$ cat config.mk
export PLATFORM = sky130hd
export DESIGN_NAME = popcnt_arbiter
export DESIGN_NICKNAME = d
export VERILOG_FILES = /design/src/rtl/popcnt_arbiter.sv
export SDC_FILE = /design/constraint.sdc
export NUM_CORES = 1
export LEC_CHECK = 0
export ABC_CLOCK_PERIOD_IN_PS = 2000
export BUFFER_PORTS_ARGS = -buffer_cell sky130_fd_sc_hd__buf_2
export CAP_MARGIN = 25
export CORE_ASPECT_RATIO = 0.5
export CORE_MARGIN = 10
export CORE_UTILIZATION = 40
export DETAILED_ROUTE_END_ITERATION = 10
export GPL_TIMING_DRIVEN = 0
export PLACE_DENSITY_LB_ADDON = 0.12
export SKIP_CTS_REPAIR_TIMING = 1
export SLEW_MARGIN = 10
export SYNTH_ARGS = -nofsm -noshare
export SYNTH_HDL_FRONTEND = slang
export SYNTH_SLANG_ARGS = --single-unit
$ cat constraint.sdc
create_clock -name clk -period 2 [get_ports clk]
set_input_delay 0.2 -clock clk [delete_from_list [all_inputs] [get_ports clk]]
set_output_delay 0.2 -clock clk [all_outputs]
set_load 0.005 [all_outputs]
$ cat src/rtl/popcnt_arbiter.sv
// Shared iterative population-count engine: two requesters, round-robin arbitration,
// BITS_PER_CYCLE bits summed per COUNT cycle, result returned on a tagged valid/ready port.
module popcnt_arbiter #(
  parameter int BITS_PER_CYCLE = 4
) (
  input  logic        clk,
  input  logic        reset,
  input  logic        req0_valid,
  input  logic [31:0] req0_data,
  output logic        req0_ready,
  input  logic        req1_valid,
  input  logic [31:0] req1_data,
  output logic        req1_ready,
  output logic        resp_valid,
  input  logic        resp_ready,
  output logic        resp_id,
  output logic [5:0]  resp_sum,
  output logic        busy
);

  localparam int N  = 32 / BITS_PER_CYCLE;
  localparam int CW = (N > 1) ? $clog2(N) : 1;
  localparam logic [CW-1:0] CNT_LAST = CW'(N - 1);

  typedef enum logic [1:0] {
    IDLE  = 2'd0,
    COUNT = 2'd1,
    DONE  = 2'd2
  } state_t;

  state_t        state, state_nxt;
  logic [31:0]   sh, sh_shifted;
  logic [5:0]    acc, slice_ones;
  logic [CW-1:0] cnt;
  logic          id, last_grant, grant, accept;

  // Round-robin: a lone requester always wins, a tie goes to whoever did not win last.
  always_comb begin
    // NOTE: combinational blocks use blocking '=' and assign a default first so no latch is inferred.
    grant = ~last_grant;
    if (req0_valid && !req1_valid)
      grant = 1'b0;
    else if (req1_valid && !req0_valid)
      grant = 1'b1;
  end

  assign req0_ready = (state == IDLE) && !grant && req0_valid;
  assign req1_ready = (state == IDLE) &&  grant && req1_valid;
  assign accept     = req0_ready || req1_ready;

  always_comb begin
    slice_ones = '0;
    for (int i = 0; i < BITS_PER_CYCLE; i++)
      slice_ones = slice_ones + 6'(sh[i]);
  end

  // A full-width step empties the register in one go; a shift by 32 is avoided outright.
  generate
    if (BITS_PER_CYCLE == 32) begin : g_full
      assign sh_shifted = '0;
    end else begin : g_part
      assign sh_shifted = {{BITS_PER_CYCLE{1'b0}}, sh[31:BITS_PER_CYCLE]};
    end
  endgenerate

  always_comb begin
    state_nxt = state;
    unique case (state)
      IDLE:    if (accept)            state_nxt = COUNT;
      COUNT:   if (cnt == CNT_LAST)   state_nxt = DONE;
      DONE:    if (resp_ready)        state_nxt = IDLE;
      default:                        state_nxt = IDLE;
    endcase
  end

  always_ff @(posedge clk or posedge reset) begin
    // NOTE: sequential state is updated with non-blocking '<=' so every register samples pre-edge values.
    if (reset)
      state <= IDLE;
    else
      state <= state_nxt;
  end

  always_ff @(posedge clk or posedge reset) begin
    if (reset) begin
      sh         <= '0;
      acc        <= '0;
      cnt        <= '0;
      id         <= 1'b0;
      last_grant <= 1'b1;
    end else begin
      unique case (state)
        IDLE: begin
          if (accept) begin
            sh         <= grant ? req1_data : req0_data;
            id         <= grant;
            last_grant <= grant;
            acc        <= '0;
            cnt        <= '0;
          end
        end
        COUNT: begin
          acc <= acc + slice_ones;
          sh  <= sh_shifted;
          // Hold on the last step so a single-step configuration keeps cnt at zero.
          if (cnt != CNT_LAST)
            cnt <= cnt + 1'b1;
        end
        default: ;
      endcase
    end
  end

  assign resp_valid = (state == DONE);
  assign resp_sum   = resp_valid ? acc : '0;
  assign resp_id    = resp_valid & id;
  assign busy       = (state != IDLE);

endmodule

# After elaboration in Yosys (flattened, before gate mapping)

Index checks and enable logic that the tools add are counted.

Output and inout port bits: 11
Bits in latches: 0
Bits in writable memories: 0
Register bits: 45
Memory bits (read-only): 0
Memories: 0

Bitwise gates (word level): 2
Eq/ne operators: 8
$mul: 0
Shifts and indexed selects: 0
Add/subtract/negate cells: 5
$lt $le $gt $ge: 0
Divide/modulo/power cells: 0
Reductions and logical operators: 17
Muxes and demuxes: 15

Operators with widths:

| kind                                                            | count |
|---|---|
| 32-bit two-way mux                                              | 2 |
| 32-bit one-hot mux with 2 select lines                          | 1 |
| 6-bit two-way mux                                               | 2 |
| 6-bit one-hot mux with 2 select lines                           | 1 |
| 6-bit by 4-bit adder with 6-bit output                          | 1 |
| 1-bit logical AND                                               | 6 |
| 2-bit two-way mux                                               | 3 |
| 3-bit two-way mux                                               | 2 |
| 2-bit inequality test, second input constant                    | 3 |
| 2-bit one-hot mux with 3 select lines                           | 1 |
| 3-bit one-hot mux with 2 select lines                           | 1 |
| 3-bit AND reduction                                             | 2 |
| 3-bit by 1-bit adder with 4-bit output                          | 1 |
| 2-bit AND reduction                                             | 2 |
| 2-bit nonzero test                                              | 2 |
| 2-bit by 1-bit adder with 3-bit output                          | 1 |
| 3-bit by 1-bit adder with 3-bit output, second input constant   | 1 |
| 3-bit == test, second input constant                            | 1 |
| 1-bit logical NOT                                               | 3 |
| 3-bit inequality test, second input constant                    | 1 |
| 1-bit by 1-bit adder with 2-bit output                          | 1 |
| 2-bit by 1-bit == test with 1-bit output, second input constant | 1 |
| 2-bit == test, second input constant                            | 1 |
| 2-bit logical NOT                                               | 1 |
| 5 further kinds                                                 | 6 |

# Longest topological paths before layout

Depth after elaboration: 10
Mapped depth: 9
Depth with buffers taken out: 9

# Worst setup path after synthesis

No wires, ideal clock.

Path kind: reg2reg
Start: reg sh[0]
End: reg acc[5]
Slack: -91 ps
Period minus slack after synthesis: 2091 ps
Stages on the path, launching flop included: 8
Data required time: 1923 ps
Arrival time: 2014 ps
Path through: dfrtp_1 fa_1 inv_1 fa_1 nor2b_1 o2111ai_1 or3_1 a21oi_1

Word-level cells in the longest chain between the ends: 5

RTL lines:

| item                                   | line | RTL |
|---|---|---|
| start, declared                        | 32   | `logic [31:0] sh, sh_shifted;` |
| start signal, assigned                 | 95   | `sh <= grant ? req1_data : req0_data;` |
| start signal, assigned                 | 104  | `sh <= sh_shifted;` |
| 1-bit by 1-bit adder with 2-bit output | 54   | `slice_ones = slice_ones + 6'(sh[i]);` |
| 2-bit by 1-bit adder with 3-bit output | 54   |  |
| 3-bit by 1-bit adder with 4-bit output | 54   |  |
| 6-bit by 4-bit adder with 6-bit output | 103  | `acc <= acc + slice_ones;` |
| 6-bit one-hot mux with 2 select lines  | 92   | `unique case (state)` |
| end signal, assigned                   | 103  |  |
| end, declared                          | 33   | `logic [5:0] acc, slice_ones;` |

Every way passes these cells.
A chain may end at the register's enable or synchronous reset.

# Worst setup path in the final report

Start: reg sh[0]
End: reg acc[1]

Same word-level chain as after synthesis.

==> flow_summary_export.csv <==
group,metric,value,unit
grt,grt_max_degree,33,
final_layout,final_cell_count_no_fill,540,
grt,gr-total-overflow,0,
power,combinationalPowerShare,0.488,
place,place_area,3400,sq um
power,seq_power_share,0.337,
status,status,"finished, violations left",
timing,setup_ws,-0.196,ns
clocking,clock_latency,0.28,ns
logic_synthesis,ys_types,36,
worst_hold_path,holdCritPathClass,"in2reg",
power,p_sw,2.04,mW
logic_synthesis,synth_area,2870,sq um
clocking,max-clock-path-buffers,2,
drt,remaining_drc_errors,0,
grt,grt_usage,0.153,
clocking,cts_tree,"built",
timing,slew_violations,0,
drt,drtPass1Iterations,5,
power,clkPwrFrac,0.175,
drt,via_per_inst,5.31,
run,maxCapViolCount,0,
critical_path,critPathArrivalTime,2.37,ns
drt,vias,2870,
timing,holdWs,0.126,ns
timing,worstMarginPinSlew,0.552,ns
timing,max_freq,0.455,GHz
grt,grt_pass1_vias,3009,
final_layout,drive_above_1_share,0.246,
power,netSwitchingFraction,0.412,
logic_synthesis,yosysSeqAreaShare,0.392,
logic_synthesis,syn_area_per_cell,8.01,sq um
timing,finalCritPeriodShare,1.10,
timing,skew,0.00358,ns
clocking,h-tree-depth,2,
power,total_power,4.94,mW
timing,setup-tns-final,-0.564,ns
die,io_pins,80,
critical_path,end_kind,"flip-flop",
critical_path,crit_type,"reg2reg",
clocking,path_clk_slew,0.06,ns
final_layout,fin_nets,522,
drt,wirelength,8.79,mm
power,p_int,2.91,mW
logic_synthesis,ys_warn_count,0,
place,gp_congestion,0.824,
clocking,numCtsBuffers,5,
status,violations,"setup timing",
die,coreArea,6830,sq um
timing,min_period,2.20,ns
timing,finalSetupViolations,5,
place,dp_hpwl,6.83,mm
logic_synthesis,postSynthCellCount,359,
power,powerDensity,1380,nW/um^2
place,port_buffers,78,
critical_path,cp.required,2.17,ns
final_layout,antenna_cells,0,
logic_synthesis,synth_nets,434,
die,die-area,11200,sq um
grt,antenna_found_initial,0,
timing,rsz0062_at_grt,"true",
final_layout,final_cell_area,3590,sq um
die,num_rows,21,
timing,slew_headroom,0.632,
place,place_ws,-0.196,ns
drt,wire_per_inst,16.3,microns
timing,hold_violations,0,
power,p_leak,1.73,nW
die,initial_utilization,0.421,
place,post-place-cells,530,
final_layout,syn_to_final_growth,24.9,%
grt,grt_pass1_wl,14.4,mm
clocking,clock_sinks,45,
die,die_w,140,microns
critical_path,crit_fanout,2,
power,irDropWorstVdd,0.000594,V
clocking,clock-root-buffer,"clkbuf_16",
drt,drt_iter0_markers,201,
critical_path,cp-start-kind,"flip-flop",
drt,ant_nets,0,
logic_synthesis,synth-seq-cells,45,
final_layout,final_util,0.525,
die,die_h,79.9,microns
-- registers in the layout, summed over array words and instances (netlist names) --
register	cells
id	1
cnt	3
state	2
acc	6
sh	32
last_grant	1
-- path summary, 6_finish.rpt --
| path | from | endpoint | slack, ns | depth (start not counted) |
|---|---|---|---|---|
| max in group asynchronous | reset | last_grant$_DFFE_PP1P_ | 1.05 | 4 |
| worst min register to register | sh[16]$_DFFE_PP0P_ | sh[16]$_DFFE_PP0P_ | 0.48 | 2 |
| min in group asynchronous | reset | cnt[0]$_DFFE_PP0P_ | 0.42 | 3 |
| worst max register to register | sh[0]$_DFFE_PP0P_ | acc[1]$_DFFE_PP0P_ | -0.20 | 6 |
| worst min-delay path | req0_data[31] | sh[31]$_DFFE_PP0P_ | 0.13 | 3 |
| worst max-delay path | sh[0]$_DFFE_PP0P_ | acc[1]$_DFFE_PP0P_ | -0.20 | 6 |
-- critical path: stages, from the launching register on --
cell and delay [ns]:
dfrtp_1 0.40, fa_1 0.57, inv_2 0.04, fa_2 0.35
inv_1 0.09, fa_2 0.43, a22o_1 0.20
-- kinds of logic (layout without fill, tap and decap cells) --
kind of cell    count (synthesis)  in the layout  share of synthesized area
compound gates                150            150                      0.336
simple gates                   83             83                      0.126
buf+inv                        72            161                      0.101
flops                          45             45                      0.392
fa+ha+maj                       6              6                     0.0340
xor+xnor                        2              2                    0.00610
mux                             1              1                    0.00392
-- power by group through the flow --
stage	registers [mW]	clock network, mW	logic [mW]
2_1_floorplan	1.56	0	1.74
3_3_place_gp	1.63	0	2.25
3_5_place_dp	1.65	0	2.35
4_1_cts	1.63	0.873	2.38
5_1_grt	1.72	0.908	2.76
6_report	1.67	0.863	2.41
-- cell usage after synthesis --
library cell,count,area [sq um]
dfrtp_1,44,1100
inv_2,1,3.75
a21oi_1,29,145
clkbuf_1,19,71.3
a2bb2oi_1,25,219
o211ai_1,25,188
o21ai_0,25,125
o2111ai_1,1,8.76
a222oi_1,4,40.0
xor2_1,1,8.76
nand2_1,26,97.6
fa_1,3,60.1
xnor2_1,1,8.76
nor2b_1,4,25.0
inv_1,38,143
mux2_2,1,11.3
ha_1,3,37.5
nand4b_1,1,8.76
buf_2,11,55.1
nand2b_1,4,25.0
or3_1,1,6.26
and2_1,7,43.8
nand3_1,2,10.0
a31oi_1,1,6.26
o22ai_1,8,50.1
or2_1,1,6.26
nor3_1,1,5.00
o21ai_1,25,125
buf_1,1,3.75
a311oi_1,1,8.76
dfstp_2,1,26.3
nor2_1,36,135
a22o_1,4,35.0
buf_6,1,11.3
clkinv_1,1,3.75
o21a_1,2,15.0
-- final cells by class --
| cell class | instances | area [sq um] |
|---|---|---|
| fill | 672 | 3240 |
| timing repair buffer | 82 | 435 |
| buffer | 31 | 138 |
| multi-input combinational | 242 | 1470 |
| clock inverter | 1 | 5.00 |
| tap | 92 | 115 |
| sequential | 45 | 1130 |
| clock buffer | 7 | 153 |
| inverter | 40 | 150 |
-- metal layers --
| metal | wire length (microns) | vias up | track usage |
|---|---|---|---|
| met5 | 0 | - | 0 |
| met4 | 72 | 0 | 0.0338 |
| met3 | 519 | 6 | 0.0428 |
| met2 | 4070 | 70 | 0.261 |
| met1 | 4130 | 1359 | 0.189 |
| li1 | - | 1435 | - |
-- cells in the final DEF, fill, tap and decap left out, types with 2 or more instances in the layout --
master / Yosys / layout
buf_2: 11 / 89
dfrtp_1: 44 / 44
inv_1: 38 / 36
nor2_1: 36 / 35
a21oi_1: 29 / 29
nand2_1: 26 / 26
o21ai_1: 25 / 25
a2bb2oi_1: 25 / 25
o211ai_1: 25 / 25
o21ai_0: 25 / 25
clkbuf_1: 19 / 18
o22ai_1: 8 / 8
and2_1: 7 / 7
clkbuf_16: 0 / 5
nand2b_1: 4 / 4
a22o_1: 4 / 4
a222oi_1: 4 / 4
inv_2: 1 / 3
nor2b_1: 4 / 3
ha_1: 3 / 3
nand3_1: 2 / 2
o21a_1: 2 / 2
fa_2: 0 / 2
clkbuf_8: 0 / 2
buf_4: 0 / 2
Power figures use the tool's default switching activity.
